==> src/rtl/pwm_seq_pkg.sv <==
// ----------------------------------------------------------------------------
// pwm_seq_pkg
// Shared types and constants for the PWM start sequencer.
//   seq_state_e   : sequencer FSM state encoding (3 bits)
//   CH_W          : width of the channel index field of a command
//   CMD_W         : packed command width for the default gap width
//   DROP_CNT_MAX  : saturation value of the dropped-command counter
//   cmd_width()   : packed command width for an arbitrary gap width
// ----------------------------------------------------------------------------
package pwm_seq_pkg;

    typedef enum logic [2:0] {
        IDLE     = 3'd0,
        CHECK    = 3'd1,
        START    = 3'd2,
        WAIT_ACK = 3'd3,
        GAP      = 3'd4
    } seq_state_e;

    localparam int         CH_W          = 8;
    localparam int         GAP_W_DEFAULT = 16;
    localparam int         CMD_W         = CH_W + GAP_W_DEFAULT;
    localparam logic [7:0] DROP_CNT_MAX  = 8'd255;

    // Command word is {channel, gap}; channel occupies the upper CH_W bits.
    function automatic int cmd_width(input int gap_w);
        return CH_W + gap_w;
    endfunction

endpackage

==> src/rtl/pwm_seq_if.sv <==
// ----------------------------------------------------------------------------
// pwm_seq_if
// Command handshake between the UART register mapper (master) and the
// PWM start sequencer (slave).
//   cmd_valid : command present                     (master -> slave)
//   cmd_ch    : target channel index, 8 bits        (master -> slave)
//   cmd_gap   : post-acknowledge idle cycles        (master -> slave)
//   cmd_ready : sequencer can accept a command      (slave -> master)
// ----------------------------------------------------------------------------
interface pwm_seq_if #(
    parameter int GAP_WIDTH = 16
);
    logic                 cmd_valid;
    logic [7:0]           cmd_ch;
    logic [GAP_WIDTH-1:0] cmd_gap;
    logic                 cmd_ready;

    modport master (output cmd_valid, cmd_ch, cmd_gap, input  cmd_ready);
    modport slave  (input  cmd_valid, cmd_ch, cmd_gap, output cmd_ready);
endinterface

==> src/rtl/pwm_seq_fifo.sv <==
// ----------------------------------------------------------------------------
// pwm_seq_fifo
// Synchronous show-ahead FIFO with registered full/empty flags.
//   clk_50M  : clock
//   rst_n    : synchronous active-low reset (empties the FIFO)
//   push     : write wr_data (ignored when full)
//   wr_data  : data to write
//   pop      : advance the head (ignored when empty)
//   rd_data  : current head entry, valid while !empty
//   full     : registered full flag
//   empty    : registered empty flag
//   level    : current occupancy, 0..DEPTH
// DEPTH must be a power of two so the pointers wrap naturally.
// ----------------------------------------------------------------------------
module pwm_seq_fifo
    import pwm_seq_pkg::*;
#(
    parameter int WIDTH = CMD_W,
    parameter int DEPTH = 4
) (
    input  logic                     clk_50M,
    input  logic                     rst_n,
    input  logic                     push,
    input  logic [WIDTH-1:0]         wr_data,
    input  logic                     pop,
    output logic [WIDTH-1:0]         rd_data,
    output logic                     full,
    output logic                     empty,
    output logic [$clog2(DEPTH):0]   level
);
    localparam int AW = $clog2(DEPTH);
    localparam int LW = AW + 1;

    logic [WIDTH-1:0] mem [DEPTH];
    logic [AW-1:0]    wr_ptr;
    logic [AW-1:0]    rd_ptr;
    logic [LW-1:0]    level_q;
    logic [LW-1:0]    level_d;
    logic             full_q;
    logic             empty_q;
    logic             do_push;
    logic             do_pop;

    assign do_push = push && !full_q;
    assign do_pop  = pop  && !empty_q;

    // NOTE: every variable written in always_comb gets a default first, so no
    // path leaves it unassigned and no latch is inferred.
    always_comb begin
        level_d = level_q;
        if (do_push && !do_pop) begin
            level_d = level_q + 1'b1;
        end else if (!do_push && do_pop) begin
            level_d = level_q - 1'b1;
        end
    end

    // NOTE: storage has no reset; only pointers and flags define what is valid,
    // which keeps the array a plain RAM with no reset fan-out.
    always_ff @(posedge clk_50M) begin
        if (do_push) begin
            mem[wr_ptr] <= wr_data;
        end
    end

    // NOTE: state is updated with non-blocking assignments so every register
    // samples pre-edge values regardless of statement order.
    always_ff @(posedge clk_50M) begin
        if (!rst_n) begin
            wr_ptr  <= '0;
            rd_ptr  <= '0;
            level_q <= '0;
            full_q  <= 1'b0;
            empty_q <= 1'b1;
        end else begin
            if (do_push) wr_ptr <= wr_ptr + 1'b1;
            if (do_pop)  rd_ptr <= rd_ptr + 1'b1;
            level_q <= level_d;
            full_q  <= (level_d == LW'(DEPTH));
            empty_q <= (level_d == '0);
        end
    end

    assign rd_data = mem[rd_ptr];
    assign full    = full_q;
    assign empty   = empty_q;
    assign level   = level_q;

endmodule

==> src/rtl/pwm_start_sequencer.sv <==
// ----------------------------------------------------------------------------
// pwm_start_sequencer
// Queues {channel, gap} start commands and issues each one as a single-cycle
// one-hot start pulse once the target PWM channel is idle, then waits for the
// channel to report busy and holds off the next start for 'gap' cycles.
//   clk_50M     : system clock
//   rst_n       : synchronous active-low reset
//   cmd         : command handshake (pwm_seq_if.slave)
//   ch_busy     : per-channel busy flags from the PWM generators
//   ch_start    : registered one-hot start pulse
//   seq_busy    : FSM active or commands queued
//   fifo_level  : command FIFO occupancy
//   err_bad_ch  : pulse, command dropped for an out-of-range channel
//   err_timeout : pulse, acknowledge timeout (tied low unless enabled)
//   drop_cnt    : saturating dropped-command counter
// Optional feature macro: PWM_SEQ_ACK_TIMEOUT_EN enables the WAIT_ACK timer
// that aborts a start which is never acknowledged within _ACK_TIMEOUT cycles.
// ----------------------------------------------------------------------------
module pwm_start_sequencer
    import pwm_seq_pkg::*;
#(
    parameter int _NUM_CHANNELS = 3,
    parameter int _FIFO_DEPTH   = 4,
    parameter int _GAP_WIDTH    = 16,
    parameter int _ACK_TIMEOUT  = 1023
) (
    input  logic                           clk_50M,
    input  logic                           rst_n,
    pwm_seq_if.slave                       cmd,
    input  logic [_NUM_CHANNELS-1:0]       ch_busy,
    output logic [_NUM_CHANNELS-1:0]       ch_start,
    output logic                           seq_busy,
    output logic [$clog2(_FIFO_DEPTH):0]   fifo_level,
    output logic                           err_bad_ch,
    output logic                           err_timeout,
    output logic [7:0]                     drop_cnt
);
    localparam int CW = cmd_width(_GAP_WIDTH);

    // Elaboration-time parameter sanity checks.
    if (_NUM_CHANNELS < 1 || _NUM_CHANNELS > 8) begin : g_chk_ch
        $error("_NUM_CHANNELS must be within 1..8");
    end
    if (_FIFO_DEPTH < 2 || (_FIFO_DEPTH & (_FIFO_DEPTH - 1)) != 0) begin : g_chk_depth
        $error("_FIFO_DEPTH must be a power of two >= 2");
    end
    if (_ACK_TIMEOUT < 1) begin : g_chk_tmo
        $error("_ACK_TIMEOUT must be >= 1");
    end

    seq_state_e             state_q, state_d;
    logic [7:0]             ch_r;
    logic [_GAP_WIDTH-1:0]  gap_r;
    logic [_GAP_WIDTH-1:0]  gap_cnt;
    logic [CW-1:0]          fifo_rd;
    logic                   fifo_full;
    logic                   fifo_empty;
    logic                   fifo_push;
    logic                   fifo_pop;
    logic                   ch_ok;
    logic                   busy_sel;
    logic [_NUM_CHANNELS-1:0] start_vec;
    logic                   bad_drop;
    logic                   tmo_drop;

    assign cmd.cmd_ready = !fifo_full;
    assign fifo_push     = cmd.cmd_valid && !fifo_full;
    assign fifo_pop      = (state_q == IDLE) && !fifo_empty;

    pwm_seq_fifo #(
        .WIDTH (CW),
        .DEPTH (_FIFO_DEPTH)
    ) u_fifo (
        .clk_50M (clk_50M),
        .rst_n   (rst_n),
        .push    (fifo_push),
        .wr_data ({cmd.cmd_ch, cmd.cmd_gap}),
        .pop     (fifo_pop),
        .rd_data (fifo_rd),
        .full    (fifo_full),
        .empty   (fifo_empty),
        .level   (fifo_level)
    );

    // Only the busy flag of the working channel matters; a loop over valid
    // channels avoids indexing ch_busy with an out-of-range ch_r.
    always_comb begin
        busy_sel  = 1'b0;
        start_vec = '0;
        for (int i = 0; i < _NUM_CHANNELS; i++) begin
            if (ch_r == 8'(i)) begin
                busy_sel     = ch_busy[i];
                start_vec[i] = 1'b1;
            end
        end
    end

    assign ch_ok    = (ch_r < 8'(_NUM_CHANNELS));
    assign bad_drop = (state_q == CHECK) && !ch_ok;

`ifdef PWM_SEQ_ACK_TIMEOUT_EN
    localparam int TW = $clog2(_ACK_TIMEOUT + 1);

    logic [TW-1:0] ack_timer;
    logic          ack_expired;
    logic          err_timeout_q;

    // Timer counts completed WAIT_ACK cycles; the _ACK_TIMEOUT-th one aborts.
    assign ack_expired = (ack_timer == TW'(_ACK_TIMEOUT - 1));
    assign tmo_drop    = (state_q == WAIT_ACK) && !busy_sel && ack_expired;

    always_ff @(posedge clk_50M) begin
        if (!rst_n) begin
            ack_timer     <= '0;
            err_timeout_q <= 1'b0;
        end else begin
            if (state_q == START) begin
                ack_timer <= '0;
            end else if (state_q == WAIT_ACK && !ack_expired) begin
                ack_timer <= ack_timer + 1'b1;
            end
            err_timeout_q <= tmo_drop;
        end
    end

    assign err_timeout = err_timeout_q;
`else
    assign tmo_drop    = 1'b0;
    assign err_timeout = 1'b0;
`endif

    always_comb begin
        state_d = state_q;
        case (state_q)
            IDLE:     if (!fifo_empty) state_d = CHECK;
            CHECK: begin
                if (!ch_ok)         state_d = IDLE;
                else if (!busy_sel) state_d = START;
            end
            START:    state_d = WAIT_ACK;
            WAIT_ACK: begin
                if (busy_sel)      state_d = GAP;
                else if (tmo_drop) state_d = IDLE;
            end
            GAP:      if (gap_cnt == '0) state_d = IDLE;
            default:  state_d = IDLE;
        endcase
    end

    always_ff @(posedge clk_50M) begin
        if (!rst_n) begin
            state_q    <= IDLE;
            ch_r       <= '0;
            gap_r      <= '0;
            gap_cnt    <= '0;
            ch_start   <= '0;
            err_bad_ch <= 1'b0;
            drop_cnt   <= '0;
        end else begin
            state_q <= state_d;
            if (fifo_pop) begin
                {ch_r, gap_r} <= fifo_rd;
            end
            if (state_q == WAIT_ACK && busy_sel) begin
                gap_cnt <= gap_r;
            end else if (state_q == GAP && gap_cnt != '0) begin
                gap_cnt <= gap_cnt - 1'b1;
            end
            // Registered pulse: high exactly while the FSM sits in START.
            ch_start   <= (state_d == START) ? start_vec : '0;
            err_bad_ch <= bad_drop;
            if ((bad_drop || tmo_drop) && drop_cnt != DROP_CNT_MAX) begin
                drop_cnt <= drop_cnt + 8'd1;
            end
        end
    end

    assign seq_busy = (state_q != IDLE) || !fifo_empty;

endmodule
==> src/flat_wrapper.sv <==
// flat-port wrapper written by rule: the top's interface ports become plain ports
module pwm_start_sequencer_flat import pwm_seq_pkg::*;
#(
    parameter int _NUM_CHANNELS = 3,
    parameter int _FIFO_DEPTH   = 4,
    parameter int _GAP_WIDTH    = 16,
    parameter int _ACK_TIMEOUT  = 1023
)
  (clk_50M, rst_n, ch_busy, ch_start, seq_busy, fifo_level, err_bad_ch, err_timeout, drop_cnt, cmd_cmd_valid, cmd_cmd_ch, cmd_cmd_gap, cmd_cmd_ready);
  pwm_seq_if cmd_i ();
  input  logic clk_50M;
  input  logic rst_n;
  input  logic [_NUM_CHANNELS-1:0] ch_busy;
  output logic [_NUM_CHANNELS-1:0] ch_start;
  output logic seq_busy;
  output logic [$clog2(_FIFO_DEPTH):0] fifo_level;
  output logic err_bad_ch;
  output logic err_timeout;
  output logic [7:0] drop_cnt;
  input wire logic [$bits(cmd_i.cmd_valid)-1:0] cmd_cmd_valid;
  input wire logic [$bits(cmd_i.cmd_ch)-1:0] cmd_cmd_ch;
  input wire logic [$bits(cmd_i.cmd_gap)-1:0] cmd_cmd_gap;
  output wire logic [$bits(cmd_i.cmd_ready)-1:0] cmd_cmd_ready;
  assign cmd_i.cmd_valid = cmd_cmd_valid;
  assign cmd_i.cmd_ch = cmd_cmd_ch;
  assign cmd_i.cmd_gap = cmd_cmd_gap;
  assign cmd_cmd_ready = cmd_i.cmd_ready;
  pwm_start_sequencer #(._NUM_CHANNELS(_NUM_CHANNELS), ._FIFO_DEPTH(_FIFO_DEPTH), ._GAP_WIDTH(_GAP_WIDTH), ._ACK_TIMEOUT(_ACK_TIMEOUT)) u_core (.clk_50M(clk_50M), .rst_n(rst_n), .cmd(cmd_i), .ch_busy(ch_busy), .ch_start(ch_start), .seq_busy(seq_busy), .fifo_level(fifo_level), .err_bad_ch(err_bad_ch), .err_timeout(err_timeout), .drop_cnt(drop_cnt));
endmodule
==> config.mk <==
export PLATFORM = sky130hd
export DESIGN_NAME = pwm_start_sequencer_flat
export DESIGN_NICKNAME = d
export VERILOG_FILES = /design/src/rtl/pwm_seq_pkg.sv /design/src/rtl/pwm_seq_if.sv /design/src/rtl/pwm_seq_fifo.sv /design/src/rtl/pwm_start_sequencer.sv /design/src/flat_wrapper.sv
export SDC_FILE = /design/constraint.sdc
export NUM_CORES = 1
export LEC_CHECK = 0
export CAP_MARGIN = 20
export CORE_ASPECT_RATIO = 0.8
export CORE_MARGIN = 10
export CORE_UTILIZATION = 52
export DETAILED_ROUTE_END_ITERATION = 7
export PLACE_DENSITY = 0.75
export SLEW_MARGIN = 30
export SYNTH_ARGS = -nofsm -noshare
export SYNTH_HDL_FRONTEND = slang
export SYNTH_SLANG_ARGS = --single-unit
==> constraint.sdc <==
create_clock -name clk_50M -period 2.1 [get_ports clk_50M]
set_input_delay 0.21 -clock clk_50M [delete_from_list [all_inputs] [get_ports clk_50M]]
set_output_delay 0.21 -clock clk_50M [all_outputs]
set_load 0.01 [all_outputs]
==> metrics.md <==
| Metric | Value |
|---|---|
| Ys Warns | 0 |
| Most common cell in the netlist | edfxtp_1 |
| Final ANT Viol Nets | 0 |
| Initial core utilization | 52.90% |
| Later-pin clock latency in the skew report | 0.42 ns |
| Gpl congestion | 0.8821 |
| Crit path max fanout | 4 |
| # setup viols final | 3 |
| Clock sinks | 160 |
| Max_cap viols | 0 |
| Worst Skew | 0.007425 ns |
| Post-synth EDFFs | 96 |
| Initial antenna violation count | 0 |
| Inst Count DP | 692 |
| Worst EP required | 2.41 ns |
| Die area | 0.01725 mm^2 |
| Reg2reg setup slack | -0.04 ns |
| Min-delay src | cmd_cmd_ch[7] |
| Seq cells post-synth | 160 |
| Final wirelength | 13.50 mm |
| M2 GR Usage | 25.29% |
| Syn Nets | 533 |
| Critical path startpoint category | register |
| Crit. End Element | register |
| Row cnt | 36 |
| Hold slack | 0.4182 ns |
| Global route hottest layer | met2 |
| Diodes inserted | 0 |
| Routed vias/inst | 5.803 |
| Top-area cell type share of the netlist area | 44.81% |
| Clock buffer count from CTS | 17 |
| Clock buffer depth | 2 |
| CTS Hold Bufs | 0 |
| Die height | 119.5 um |
| Synth cell count leaders | 96 x edfxtp_1, 70 x nand2_1, 64 x dfxtp_1 |
| Router iterations before antenna repair | 4 |
| Placed inst area | 0.007253 mm^2 |
| Port-buffer cells | 46 |
| Vias | 4207 |
| Synth Flop Type | edfxtp_1 |
| Met1 usage | 21.41% |
| HPWL after detailed placement | 8.712 mm |
| Final Slew Violations | 0 |
| Worst R2R Path Depth | 5 |
| Failing checks | negative setup slack |
| Pin count of the biggest net entering global routing | 58 |
| Per-cell routed wire length | 18.62 um |
| Vias in the first global route | 4219 |
| M3 GR Usage | 4.769% |
| First-pass GRT wire length | 21.83 mm |
| Post-synthesis sequential area ratio | 64.72% |
| Die width | 144.4 um |
| Min-delay worst type | input pin to register |
| Setup ws final | -0.04191 ns |
| CTS HTree Levels | 4 |
| GRT overflow | 0 |
| Fin crit period | 2.142 ns |
| Cell count after synthesis | 495 |
| Ys async rst share | 0% |
| VDD IR max | 0.6685 mV |
| Mapped Area | 0.006434 mm^2 |
| R2r endpoint | u_core.gap_cnt[6] |
| WHS Endpoint | u_core.u_fifo.mem[3][23] |
| Core area | 0.01216 mm^2 |
| Area Overhead vs Synth | 23.30% |
| Design area | 0.007933 mm^2 |
| Status | complete, but fails checks |
| Period utilization | 102.0% |
| Post-Syn Area per Cell | 13.00 um^2 |
| CTS clk-pin slew, worst paths | 0.06 ns |
| Synth area leaders | edfxtp_1 45%, dfxtp_1 20%, mux4_2 8.4% |
| IO Count | 48 |
| Reg-to-reg startpoint | u_core.ch_r[7] |
| RSZ-0062 raised after global routing | true |
| Share of cells above drive strength 1 | 17.98% |
| Biggest area consumer among synthesized cells | edfxtp_1 |
| CTS tree | done |
| Initial DRC count | 335 |
| Drt drc | 0 |
| Hold Path Depth | 1 |
| Setup Crit Path Kind | register to register |
| Netlist cell types | 54 |
| Final Hold Fails | 0 |
| Final #Nets | 599 |
| Clk root buf | clkbuf_16 |
| Tot GR Track Use | 16.19% |
| Lkg Pwr | 2.635 nW |
| PwrDens | 1200 mW/mm^2 |
| FMAX | 466.9 MHz |
| Final cell count without fillers | 725 |
| Crit path DAT | 2.45 ns |
## cells by family (layout without fill, tap and decap cells)
logic type / count (synthesis) / after routing / share of synthesized area (%)
AO/OA/AOI/OAI: 79 / 79 / 7.818
XOR/XNOR: 12 / 12 / 1.634
adder cells (fa/ha/maj): 8 / 8 / 1.556
buffers and inverters: 38 / 116 / 2.353
flip-flops: 160 / 160 / 64.72
multiplexers: 25 / 25 / 8.557
other: 1 / 1 / 0.05829
AND/OR/NAND/NOR: 172 / 172 / 13.30
## placed cells by master (no fill, tap or decap), types with 4 or more instances in the layout
master	Yosys	routed
nand4_1	5	5
o21ai_0	7	6
a32oi_1	4	4
a21oi_1	37	37
buf_12	0	6
nor2b_1	4	4
nor4_1	6	6
nand2_1	70	69
clkbuf_16	0	17
inv_1	11	11
mux4_2	24	24
a31oi_1	7	7
and2_1	9	9
nor3_1	9	8
ha_1	8	8
dfxtp_1	64	63
nor2_1	24	24
buf_4	1	19
or3_1	6	5
clkdlybuf4s50_1	0	46
o311ai_2	1	4
edfxtp_1	96	96
nand3_1	16	14
xnor2_1	11	11
## cell type report
type	instances	area, um^2
Clock buffer	18	429.2
Inverter	11	41.29
Tap cell	152	190.2
Timing Repair Buffer	74	757.0
Clock inverter	13	153.9
Sequential cell	160	4165
Fill cell	883	4229
Multi-Input combinational cell	297	2196
## state kept, by name (all words and copies together), names as in the netlist
name,count
u_core.u_fifo.full,1
u_core.ch_start,3
u_core.u_fifo.empty,1
u_core.u_fifo.rd_ptr,2
u_core.err_bad_ch,1
u_core.drop_cnt,8
u_core.state_q,3
u_core.gap_r,16
u_core.u_fifo.mem,96
u_core.u_fifo.wr_ptr,2
u_core.ch_r,8
u_core.u_fifo.level,3
u_core.gap_cnt,16
## how the worst max path moves through the flow
stage | end | slack [ns] | startpoint | depth (start not counted)
floorplan | u_core.gap_cnt[6] | -0.12 | u_core.ch_r[7] | 6
global placement | u_core.gap_cnt[6] | -0.09 | u_core.ch_r[7] | 5
detailed placement | u_core.gap_cnt[9] | -0.15 | u_core.ch_r[7] | 6
CTS | u_core.gap_cnt[13] | -0.03 | u_core.ch_r[7] | 6
global route | u_core.gap_cnt[6] | -0.09 | u_core.ch_r[7] | 5
finish | u_core.gap_cnt[6] | -0.04 | u_core.ch_r[7] | 5
## power by group
part | internal, mW | switching, mW | total, mW | leakage, nW
sequential | 3.78 | 0.280 | 4.06 | 1.40
combinational | 1.16 | 1.26 | 2.41 | 0.956
clock | 1.77 | 1.27 | 3.04 | 0.277
total | 6.71 | 2.80 | 9.52 | 2.64
## per-stage QoR
| stage | worst slack [ns] | setup TNS (ns) | power (mW) | util [%] |
|---|---|---|---|---|
| 2_1_floorplan | -0.1180 | -0.6303 | 5.605 | - |
| 3_3_place_gp | -0.09414 | -0.5042 | 6.364 | 59.64 |
| 3_5_place_dp | -0.1525 | -1.396 | 6.435 | 59.64 |
| 4_1_cts | -0.03015 | -0.08424 | 9.526 | 64.61 |
| 5_1_grt | -0.08682 | -0.6831 | 9.972 | 65.23 |
| 6_report | -0.04191 | -0.07537 | 9.517 | 65.23 |
## routing by layer
metal  vias up  routed length, um  share of wire, %
li1       1982                  -                 -
met1      2087               6106                45
met2       125               6524                48
met3        13                701               5.2
met4         0                166               1.2
met5         -                  0                 0
## timing repair
item                                    in CTS  in global routing
endpoints found under the setup margin      18                 19
pin swaps                                    7                  6
buffers inserted                             0                  2
resized for setup                            9                 15
## critical path, cell delays in order, from the launching register on
cell and delay [ns]:
dfxtp_2 0.32, or4_4 0.54, or4b_4 0.50, or2_4 0.28, and3_4 0.18, o31a_1 0.22
(Power assumes the default switching activity.)
==> RTL change: new RTL, config.mk and constraints unchanged <==
`_NUM_CHANNELS` is set to 3 in 2 places; all go to 6.
--- a/src/rtl/pwm_start_sequencer.sv
+++ b/src/rtl/pwm_start_sequencer.sv
@@ -21,3 +21,3 @@
 #(
-    parameter int _NUM_CHANNELS = 3,
+    parameter int _NUM_CHANNELS = 6,
     parameter int _FIFO_DEPTH   = 4,
--- a/src/flat_wrapper.sv
+++ b/src/flat_wrapper.sv
@@ -3,3 +3,3 @@
 #(
-    parameter int _NUM_CHANNELS = 3,
+    parameter int _NUM_CHANNELS = 6,
     parameter int _FIFO_DEPTH   = 4,
Ports: changed (resized ch_busy and ch_start); port bits go from 48 to 54. The function was not compared with the original's and may differ.
==> RTL change against the unedited design <==
  * The flow still finishes with violations (negative setup slack)
  * Sequential cell count is 3 higher
  * Core utilization is 3.0 points higher
  * Area after synthesis is 1.1% higher
  * Clock skew is 2.3 ps higher
  * Power is 0.23% lower
  * Largest cell class unchanged
  * Setup slack worse by 30 ps
  * First-iteration DRC count is 6.6% higher
  * Die area is 0.95% higher
  * Routed wire length is 4.4% higher
  * Cell area is 5.0% higher
==> RTL change: results (changes against the unedited design) <==
Parameter                              Value

Pwr
  Standby leakage power    2.86 nW (was 2.64 nW)
  Post-layout power    9.49 mW (was 9.52 mW)
  Max IR drop VDD    0.794 mV (was 0.669 mV)
  Net switching share of the total power    29.0% (was 29.4%)

Status
  Violated checks    negative setup slack (unchanged)
  Outcome    finished, violations left (unchanged)

Synth
  Mean post-synth cell area    12.8 sq um (was 13.0 sq um)
  Top post-synthesis cells by area    sky130_fd_sc_hd__edfxtp_1 (44%), sky130_fd_sc_hd__dfxtp_1 (21%), sky130_fd_sc_hd__mux4_2 (8.3%), sky130_fd_sc_hd__nand2_1 (4.1%), sky130_fd_sc_hd__a21oi_1 (3.7%) (was sky130_fd_sc_hd__edfxtp_1 (45%), sky130_fd_sc_hd__dfxtp_1 (20%), sky130_fd_sc_hd__mux4_2 (8.4%), sky130_fd_sc_hd__nand2_1 (4.1%), sky130_fd_sc_hd__a21oi_1 (2.9%))
  Top cells by instance count after synthesis    sky130_fd_sc_hd__edfxtp_1 (96), sky130_fd_sc_hd__nand2_1 (71), sky130_fd_sc_hd__dfxtp_1 (67), sky130_fd_sc_hd__a21oi_1 (48), sky130_fd_sc_hd__nor2_1 (32) (was sky130_fd_sc_hd__edfxtp_1 (96), sky130_fd_sc_hd__nand2_1 (70), sky130_fd_sc_hd__dfxtp_1 (64), sky130_fd_sc_hd__a21oi_1 (37))
  Net count after synthesis    548 (was 533)
  Seq/Total Area, Yosys    64.9% (was 64.7%)

Worst setup path
  Peak per-stage delay on the critical path    500 ps (was 540 ps)

Finish
  Number of filler cells placed in the layout    842 (was 883)
  Number of nets in the final layout    632 (was 599)
  Registers with the highest flip-flop counts    u_core.u_fifo.mem x96, u_core.gap_cnt x16, u_core.gap_r x16 (unchanged)

Place
  Total instance count after detailed placement    738 (was 692)
  Final Wtd Congestion    0.885 (was 0.882)
  Number of buffers inserted by port buffering    52 (was 46)
  DP HPWL    8.58 mm (was 8.71 mm)

Detailed routing
  Routed wirelength normalized by instance count    18.2 um (was 18.6 um)
  1st-iter DRT viols    357 (was 335)
  Number of vias in the routed layout    4265 (was 4207)
  Wirelength, routed    14.1 mm (was 13.5 mm)

GRT
  Pin count of the biggest net entering global routing    33 (was 58)
  Vias in the first global route    4426 (was 4219)
  Overall global routing resource usage    16.1% (was 16.2%)
  Global-route wire length before repair    22.7 mm (was 21.8 mm)

Timing
  Crit path setup slack, layout    -72.2 ps (was -41.9 ps)
  Setup-failing EPs final    4 (was 3)
  Clock Skew    9.68 ps (was 7.42 ps)

CTS
  Clock slew at the register clock pins of the worst setup and hold paths    70 ps
[RTL change: what timing repair did]
| action | CTS | global route |
|---|---|---|
| hold buffers | 0 | 0 |
| setup endpoints to repair | 13 | 21 |
| gates resized for setup | 7 | 36 |
| cloned | 2 | 0 |
| buffers inserted | 2 | 1 |
| pin swaps | 4 | 18 |
[RTL change: cells by family after synthesis]
| logic type | after synthesis | synth area share (%) |
|---|---|---|
| xor+xnor | 13 | 1.75 |
| fa+ha+maj | 8 | 1.54 |
| buf+inv | 41 | 2.58 |
| other cells | 1 | 0.0576 |
| compound gates | 88 | 7.81 |
| simple gates | 168 | 12.9 |
| mux | 25 | 8.46 |
| flops | 163 | 64.9 |
[RTL change: worst paths after layout]
path                startpoint  cells after the start  slack, ps                  endpoint
min              cmd_cmd_ch[4]                      1        410  u_core.u_fifo.mem[2][20]
max          u_core.gap_cnt[1]                      8        -70        u_core.gap_cnt[14]
max reg2reg  u_core.gap_cnt[1]                      8        -70        u_core.gap_cnt[14]
min reg2reg     u_core.ch_r[3]                      2        460            u_core.ch_r[3]
[RTL change: metrics by stage]
stage	hold WS [ps]	setup slack (ps)	util, %	area [sq um]	TNS [ps]
6_report	413	-72.2	68.2	8330	-166
3_5_place_dp	450	-100	61.5	7510	-417
4_1_cts	403	-45.0	67.1	8190	-45.0
5_1_grt	424	-187	68.2	8330	-955
3_3_place_gp	444	-44.3	61.5	7510	-44.3
2_1_floorplan	309	-55.5	-	6520	-55.5
[RTL change: layout make-up]
| type | instances | area share [%] |
|---|---|---|
| clock inverters | 14 | 2.27 |
| clock buffers | 18 | 5.15 |
| well taps | 171 | 2.57 |
| flip-flops and latches | 163 | 50.8 |
| repair buffers | 91 | 11.1 |
| multi-input cells | 304 | 27.5 |
| inverters | 14 | 0.631 |
[RTL change: layer usage]
metal	wire, um	vias to the layer above	GRT usage (%)
met5	0	-	0
met4	206	0	7.00
met3	708	20	4.66
met2	6950	102	26.3
met1	6220	2109	19.7
li1	-	2034	-
[RTL change: power by group through the flow]
stage / clock, mW / sequential (mW) / combinational (mW)
4_1_cts: 3.27 / 4.05 / 2.19
6_report: 3.24 / 4.06 / 2.20
3_5_place_dp: 0 / 4.11 / 2.13
2_1_floorplan: 0 / 4.03 / 1.40
5_1_grt: 3.43 / 4.11 / 2.43
3_3_place_gp: 0 / 4.09 / 2.09
